===== src/rtl/audio_sample_sequencer.sv =====
// Stereo test-tone playback controller.
// A prescaler produces one sample tick every CLK_DIV cycles. Each tick fetches the left and then
// the right 8-bit sample from a shared single-port synchronous ROM. Both 16-bit DAC words are
// updated together, and a one-cycle strobe marks the update.
// Ports:
//   clk, rst_n        clock, asynchronous active-low reset
//   enable            0 forces idle with zeroed outputs
//   loop              1 wraps at the end of the table, 0 stops after the last sample
//   start             one-cycle pulse, (re)starts playback from offset 0
//   mem_rd, mem_addr  ROM read strobe and address (address is 0 when not reading)
//   mem_data          ROM data, valid the cycle after mem_rd
//   left, right       DAC words {4'b0, data, 4'b0}
//   sample_stb        one-cycle pulse when left/right have just been updated
//   busy              high whenever the sequencer is not idle
module audio_sample_sequencer #(
  parameter int unsigned CLK_DIV = 7000,
  parameter int unsigned ADDR_W  = 12,
  parameter int unsigned LEN     = 2000,
  parameter int unsigned L_BASE  = 0,
  parameter int unsigned R_BASE  = 2000
) (
  input  logic              clk,
  input  logic              rst_n,
  input  logic              enable,
  input  logic              loop,
  input  logic              start,
  output logic              mem_rd,
  output logic [ADDR_W-1:0] mem_addr,
  input  logic [7:0]        mem_data,
  output logic [15:0]       left,
  output logic [15:0]       right,
  output logic              sample_stb,
  output logic              busy
);

  localparam int unsigned CntW = (CLK_DIV > 1) ? $clog2(CLK_DIV) : 1;
  localparam int unsigned OffW = (LEN > 1) ? $clog2(LEN) : 1;
  localparam logic [CntW-1:0]   CntMax = CntW'(CLK_DIV - 1);
  localparam logic [OffW-1:0]   OffMax = OffW'(LEN - 1);
  localparam logic [ADDR_W-1:0] LBaseA = ADDR_W'(L_BASE);
  localparam logic [ADDR_W-1:0] RBaseA = ADDR_W'(R_BASE);

  typedef enum logic [2:0] {
    StIdle, StWait, StFetchL, StLatchL, StFetchR, StLatchR, StUpdate
  } state_e;

  state_e          state_q, state_d;
  logic [CntW-1:0] cnt_q, cnt_d;
  logic [OffW-1:0] off_q, off_d;
  logic [7:0]      l_buf_q, l_buf_d, r_buf_q, r_buf_d;
  logic [15:0]     left_q, left_d, right_q, right_d;
  logic            stb_q, stb_d;

  always_comb begin
    state_d = state_q;
    off_d   = off_q;
    l_buf_d = l_buf_q;
    r_buf_d = r_buf_q;
    left_d  = left_q;
    right_d = right_q;
    stb_d   = 1'b0;
    // Prescaler free-runs through the fetch states so the tick period stays exactly CLK_DIV.
    if (state_q == StIdle) begin
      cnt_d = '0;
    end else if (cnt_q == CntMax) begin
      cnt_d = '0;
    end else begin
      cnt_d = cnt_q + CntW'(1);
    end

    if (!enable) begin
      state_d = StIdle;
      cnt_d   = '0;
      off_d   = '0;
      l_buf_d = '0;
      r_buf_d = '0;
      left_d  = '0;
      right_d = '0;
    end else if (start) begin
      // Restart drops any in-flight fetch; left/right keep their current values.
      state_d = StWait;
      cnt_d   = '0;
      off_d   = '0;
    end else begin
      unique case (state_q)
        StIdle:   state_d = StIdle;
        StWait:   if (cnt_q == CntMax) state_d = StFetchL;
        StFetchL: state_d = StLatchL;
        StLatchL: begin
          l_buf_d = mem_data;
          state_d = StFetchR;
        end
        StFetchR: state_d = StLatchR;
        StLatchR: begin
          r_buf_d = mem_data;
          state_d = StUpdate;
        end
        StUpdate: begin
          left_d  = {4'b0, l_buf_q, 4'b0};
          right_d = {4'b0, r_buf_q, 4'b0};
          stb_d   = 1'b1;
          state_d = StWait;
          if (off_q == OffMax) begin
            off_d = '0;
            if (!loop) begin
              state_d = StIdle;
              cnt_d   = '0;
            end
          end else begin
            off_d = off_q + OffW'(1);
          end
        end
        default:  state_d = StIdle;
      endcase
    end
  end

  always_ff @(posedge clk or negedge rst_n) begin
    if (!rst_n) begin
      state_q <= StIdle;
      cnt_q   <= '0;
      off_q   <= '0;
      l_buf_q <= '0;
      r_buf_q <= '0;
      left_q  <= '0;
      right_q <= '0;
      stb_q   <= 1'b0;
    end else begin
      state_q <= state_d;
      cnt_q   <= cnt_d;
      off_q   <= off_d;
      l_buf_q <= l_buf_d;
      r_buf_q <= r_buf_d;
      left_q  <= left_d;
      right_q <= right_d;
      stb_q   <= stb_d;
    end
  end

  // Read strobe and address decode straight from the state register.
  always_comb begin
    mem_rd   = 1'b0;
    mem_addr = '0;
    if (state_q == StFetchL) begin
      mem_rd   = 1'b1;
      mem_addr = LBaseA + ADDR_W'(off_q);
    end else if (state_q == StFetchR) begin
      mem_rd   = 1'b1;
      mem_addr = RBaseA + ADDR_W'(off_q);
    end
  end

  assign left       = left_q;
  assign right      = right_q;
  assign sample_stb = stb_q;
  assign busy       = (state_q != StIdle);

endmodule


===== config.mk =====
export PLATFORM = sky130hd
export DESIGN_NAME = audio_sample_sequencer
export DESIGN_NICKNAME = d
export VERILOG_FILES = /design/src/rtl/audio_sample_sequencer.sv
export SDC_FILE = /design/constraint.sdc
export NUM_CORES = 1
export LEC_CHECK = 0
export ABC_AREA = 1
export BUFFER_PORTS_ARGS = -buffer_cell sky130_fd_sc_hd__buf_2
export CAP_MARGIN = 20
export CORE_MARGIN = 2
export CORE_UTILIZATION = 50
export CTS_CLUSTER_SIZE = 12
export DETAILED_ROUTE_END_ITERATION = 12
export PLACE_DENSITY_LB_ADDON = 0.12
export SLEW_MARGIN = 0
export SYNTH_ARGS = -nofsm -noshare
export SYNTH_HDL_FRONTEND = slang
export SYNTH_SLANG_ARGS = --single-unit

===== constraint.sdc =====
create_clock -name clk -period 3 [get_ports clk]
set_input_delay 0.3 -clock clk [delete_from_list [all_inputs] [get_ports clk]]
set_output_delay 0.3 -clock clk [all_outputs]
set_load 0.005 [all_outputs]

==> out/summary.log <==
INFO  layout         area_growth_syn_to_layout=12.8%
INFO  critical_path  crit_arrival=1770ps
INFO  timing         finalSetupTns=0ps
INFO  critical_path  crit_path_max_incr_delay=440ps
INFO  global_routing vias_in_the_first_global_route=2384
INFO  logic_synthesis yosys.area_share.simple=22.2%
INFO  cts            cts_tree=yes
INFO  floorplanning  top_level_ports=60
INFO  floorplanning  core=0.00628sqmm
INFO  critical_path  cpMaxStageDelayCell=sky130_fd_sc_hd__dfrtp_1
INFO  power          combinationalPowerShare=6.6%
INFO  cts            clkLatencyLatePin=330ps
INFO  power          power.switching=396uW
INFO  cts            cts-hold-fix-buffers=0
INFO  timing         timing.final.ws_setup=929ps
INFO  layout         diodes=0
INFO  layout         fraction_of_final_layout_cells_sized_beyond_drive_strength_1=16.4%
INFO  logic_synthesis postSynthCellCount=405
INFO  power          ir_drop=0.270mV
INFO  critical_path  critPathLaunchType=register
INFO  run_status     outcome=complete, no violations
INFO  logic_synthesis synthDominantAreaCellType=sky130_fd_sc_hd__dfrtp_1
INFO  timing         maxSlewHeadroom=42.6%
INFO  logic_synthesis area_share_of_fa_ha_maj_cells_after_synthesis=1.55%
INFO  cts            ctsLongestPathBuffers=2
INFO  power          power.clock.fraction=45.3%
INFO  logic_synthesis yosys_register_bits=60
INFO  placement      gp_congestion=0.855
INFO  global_routing grt-ovfl-total=0
INFO  critical_path  critical_path.cell_chain=inv_1 -> nand3_1 -> nand3_1 -> o21ai_0 -> a21oi_1 -> buf_2
INFO  hold_path      min_path_type=in2async
INFO  timing         report.final.setup_viol=0
INFO  placement      placed_cells_incl_taps=518
INFO  layout         instances_no_fill=534
INFO  layout         fillCellCount=587
INFO  timing         hold_violations=0
INFO  power          power.internal=1350uW
INFO  power          power_leakage=0.00187uW
INFO  cts            postCtsResizedCells=0
INFO  logic_synthesis yosysUniqueCellTypes=32
INFO  cts            cts_buffers=9
INFO  placement      port_buffers=43
INFO  cts            cts.reportedPaths.clkPinSlew=70ps
INFO  logic_synthesis post_synth.cell_area_avg=7.97squm
INFO  global_routing antenna_found_initial=0
INFO  placement      dpl.hpwl=4440um
INFO  routing        initialDrtViolationCount=121
INFO  routing        final_routed_wirelength_across_all_metal_layers=6280um
INFO  timing         max_freq=483MHz
INFO  global_routing globalRouteTotalUtil=19.3%
INFO  floorplanning  initial_core_util=51.4%
INFO  cts            cts-root-buf=sky130_fd_sc_hd__clkbuf_8
INFO  floorplanning  design.die.area=0.00711sqmm
INFO  floorplanning  die_width=84.3um
INFO  critical_path  timing_worst_setup_path_type=reg2out
INFO  global_routing grt_first_pass_wirelength=10900um
INFO  power          power.share.switching=22.7%
INFO  timing         final_max_slew_viol_count=0
INFO  global_routing largest_net_degree_at_the_start_of_global_routing=40
INFO  layout         layout.core_utilization=58.0%
INFO  critical_path  cp_required=2700ps
INFO  cts            cts.htree.levels=3
INFO  timing         rsz0062_at_grt=false
INFO  routing        router_iterations_before_antenna_repair=4
INFO  critical_path  worst-path-max-fanout=9
INFO  cts            post-cts-setup-buffer-count=0
INFO  routing        total_number_of_vias=2540
INFO  critical_path  timing.critical_path.mode_cell=sky130_fd_sc_hd__nand3_1
INFO  routing        via_per_inst=4.76
INFO  logic_synthesis synth.cell_area=0.00323sqmm
INFO  critical_path  end_kind=output port
INFO  floorplanning  dieHeight=84.3um
INFO  logic_synthesis synth_top_area_share=46.5%
INFO  timing         fin_worst_skew=3.52ps
INFO  routing        remaining_drc_errors=0
INFO  power          pwr-share-seq=48.1%
INFO  routing        post_drt_wl_per_cell=11.8um
INFO  layout         num-nets-final=469
INFO  logic_synthesis synth_seq_area_share=46.5%
INFO  timing         worst-slew-pin-transition=861ps
INFO  logic_synthesis synth_top_family_by_area=simple AND/OR/NAND/NOR gates
INFO  logic_synthesis synth_top_cells_by_area=sky130_fd_sc_hd__dfrtp_1, sky130_fd_sc_hd__nand2_1, sky130_fd_sc_hd__inv_1
INFO  timing         final.min_clock_period=2070ps
INFO  job            drv.max_cap_violation_count=0
INFO  floorplanning  placement_rows=29
INFO  timing         post-route-period-util=69.0%
INFO  logic_synthesis synth.mux.area_fraction=0%
INFO  logic_synthesis synth-compound-area-share=10.8%
INFO  power          p_per_area=479mW/mm^2
INFO  cts            tritoncts_num_sinks=60
INFO  routing        drt.antenna.violating_nets=0
INFO  logic_synthesis synth_xor_xnor_area_share=3.80%
INFO  placement      dpl_worst_slack=1250ps
INFO  timing         hold_ws=77.5ps
INFO  logic_synthesis synth.yosys.warnings=0
power by group through the flow:
| stage | sequential [uW] | clock [uW] | combinational (uW) |
|---|---|---|---|
| floorplan | 852 | 0 | 89.0 |
| global placement | 853 | 0 | 116 |
| detailed placement | 853 | 0 | 117 |
| CTS | 838 | 811 | 118 |
| global route | 839 | 853 | 134 |
| finish | 838 | 790 | 115 |
registers in the layout, summed over array words and instances, names as in the netlist:
signal      flops
right           8
left            8
sample_stb      1
cnt_q          13
l_buf_q         8
state_q         3
r_buf_q         8
off_q          11
synth_stat cells:
library cell	count
sky130_fd_sc_hd__a21oi_2	1
sky130_fd_sc_hd__nand3_2	1
sky130_fd_sc_hd__ha_1	4
sky130_fd_sc_hd__nand4_1	6
sky130_fd_sc_hd__nor2_2	1
sky130_fd_sc_hd__nor3_1	3
sky130_fd_sc_hd__nand3_1	16
sky130_fd_sc_hd__nor2_1	39
sky130_fd_sc_hd__o31ai_4	1
sky130_fd_sc_hd__a31oi_1	1
sky130_fd_sc_hd__nor2_4	3
sky130_fd_sc_hd__nand2_1	95
sky130_fd_sc_hd__xnor2_1	2
sky130_fd_sc_hd__conb_1	1
sky130_fd_sc_hd__nand3b_1	1
sky130_fd_sc_hd__buf_2	3
sky130_fd_sc_hd__o21ai_2	3
sky130_fd_sc_hd__dfrtp_1	60
sky130_fd_sc_hd__inv_2	1
sky130_fd_sc_hd__nand2_2	2
sky130_fd_sc_hd__a211oi_1	1
sky130_fd_sc_hd__o21ai_4	1
sky130_fd_sc_hd__o22ai_1	18
sky130_fd_sc_hd__buf_4	17
sky130_fd_sc_hd__o32ai_1	1
sky130_fd_sc_hd__buf_6	4
sky130_fd_sc_hd__o21ai_1	9
sky130_fd_sc_hd__a21oi_1	2
sky130_fd_sc_hd__o21ai_0	17
sky130_fd_sc_hd__nand2_4	1
sky130_fd_sc_hd__inv_1	78
sky130_fd_sc_hd__xor2_1	12
cells by family after synthesis:
family,after synthesis
simple gates,168
buf+inv,103
flops,60
compound gates,55
xor+xnor,14
fa+ha+maj,4
other cells,1
final cells by class:
class                   count  area (sq um)  share of cell area, %
well taps                  77          96.3                   2.65
flip-flops and latches     60          1500                   41.3
inverters                  79           297                   8.15
multi-input cells         257          1300                   35.7
clock buffers              11           141                   3.89
clock inverters             5          75.1                   2.06
repair buffers             45           230                   6.33
through the flow:
step | cell area, sq um | total power, uW
2_1_floorplan | 3280 | 941
3_3_place_gp | 3420 | 968
3_5_place_dp | 3420 | 970
4_1_cts | 3640 | 1770
5_1_grt | 3640 | 1830
6_report | 3640 | 1740
per-layer routing:
layer | up-vias | share of wire [%] | GRT usage [%]
li1 | 1319 | - | -
met1 | 1142 | 49 | 27.2
met2 | 69 | 45 | 28.1
met3 | 10 | 4.9 | 4.23
met4 | 0 | 1.8 | 9.81
met5 | - | 0 | 0
cell usage in the layout, fill, tap and decap left out, drive strengths merged, types with 3 or more instances in the layout:
| master | n |
|---|---|
| dfrtp | 60 |
| buf | 45 |
| conb | 16 |
| ha | 4 |
| nand3 | 17 |
| o21ai | 30 |
| nand4 | 6 |
| xor2 | 12 |
| clkbuf | 11 |
| nand2 | 98 |
| a21oi | 3 |
| nor2 | 43 |
| nor3 | 3 |
| o22ai | 18 |
| inv | 79 |
| clkinv | 3 |
worst paths after layout:
check	startpoint	to	slack, ps	cells past startpoint
max	state_q[0]$_DFFE_PN0P_	mem_addr[10]	930	6
min	rst_n	cnt_q[9]$_DFF_PN0_	80	1
max reg2reg	off_q[0]$_DFFE_PN0P_	off_q[3]$_DFFE_PN0P_	1350	6
min reg2reg	cnt_q[0]$_DFF_PN0_	cnt_q[0]$_DFF_PN0_	460	1
max in group asynchronous	rst_n	left[5]$_DFFE_PN0P_	2220	2
min in group clk	mem_data[4]	l_buf_q[4]$_DFFE_PN0P_	300	5
critical path, delay by kind of cell (launching register included):
family          cells  cell delay (ps)
simple gates        2              540
compound gates      2              210
buf+inv             2              250
flops               1              440
No activity file was read; power rests on OpenSTA's default activity.
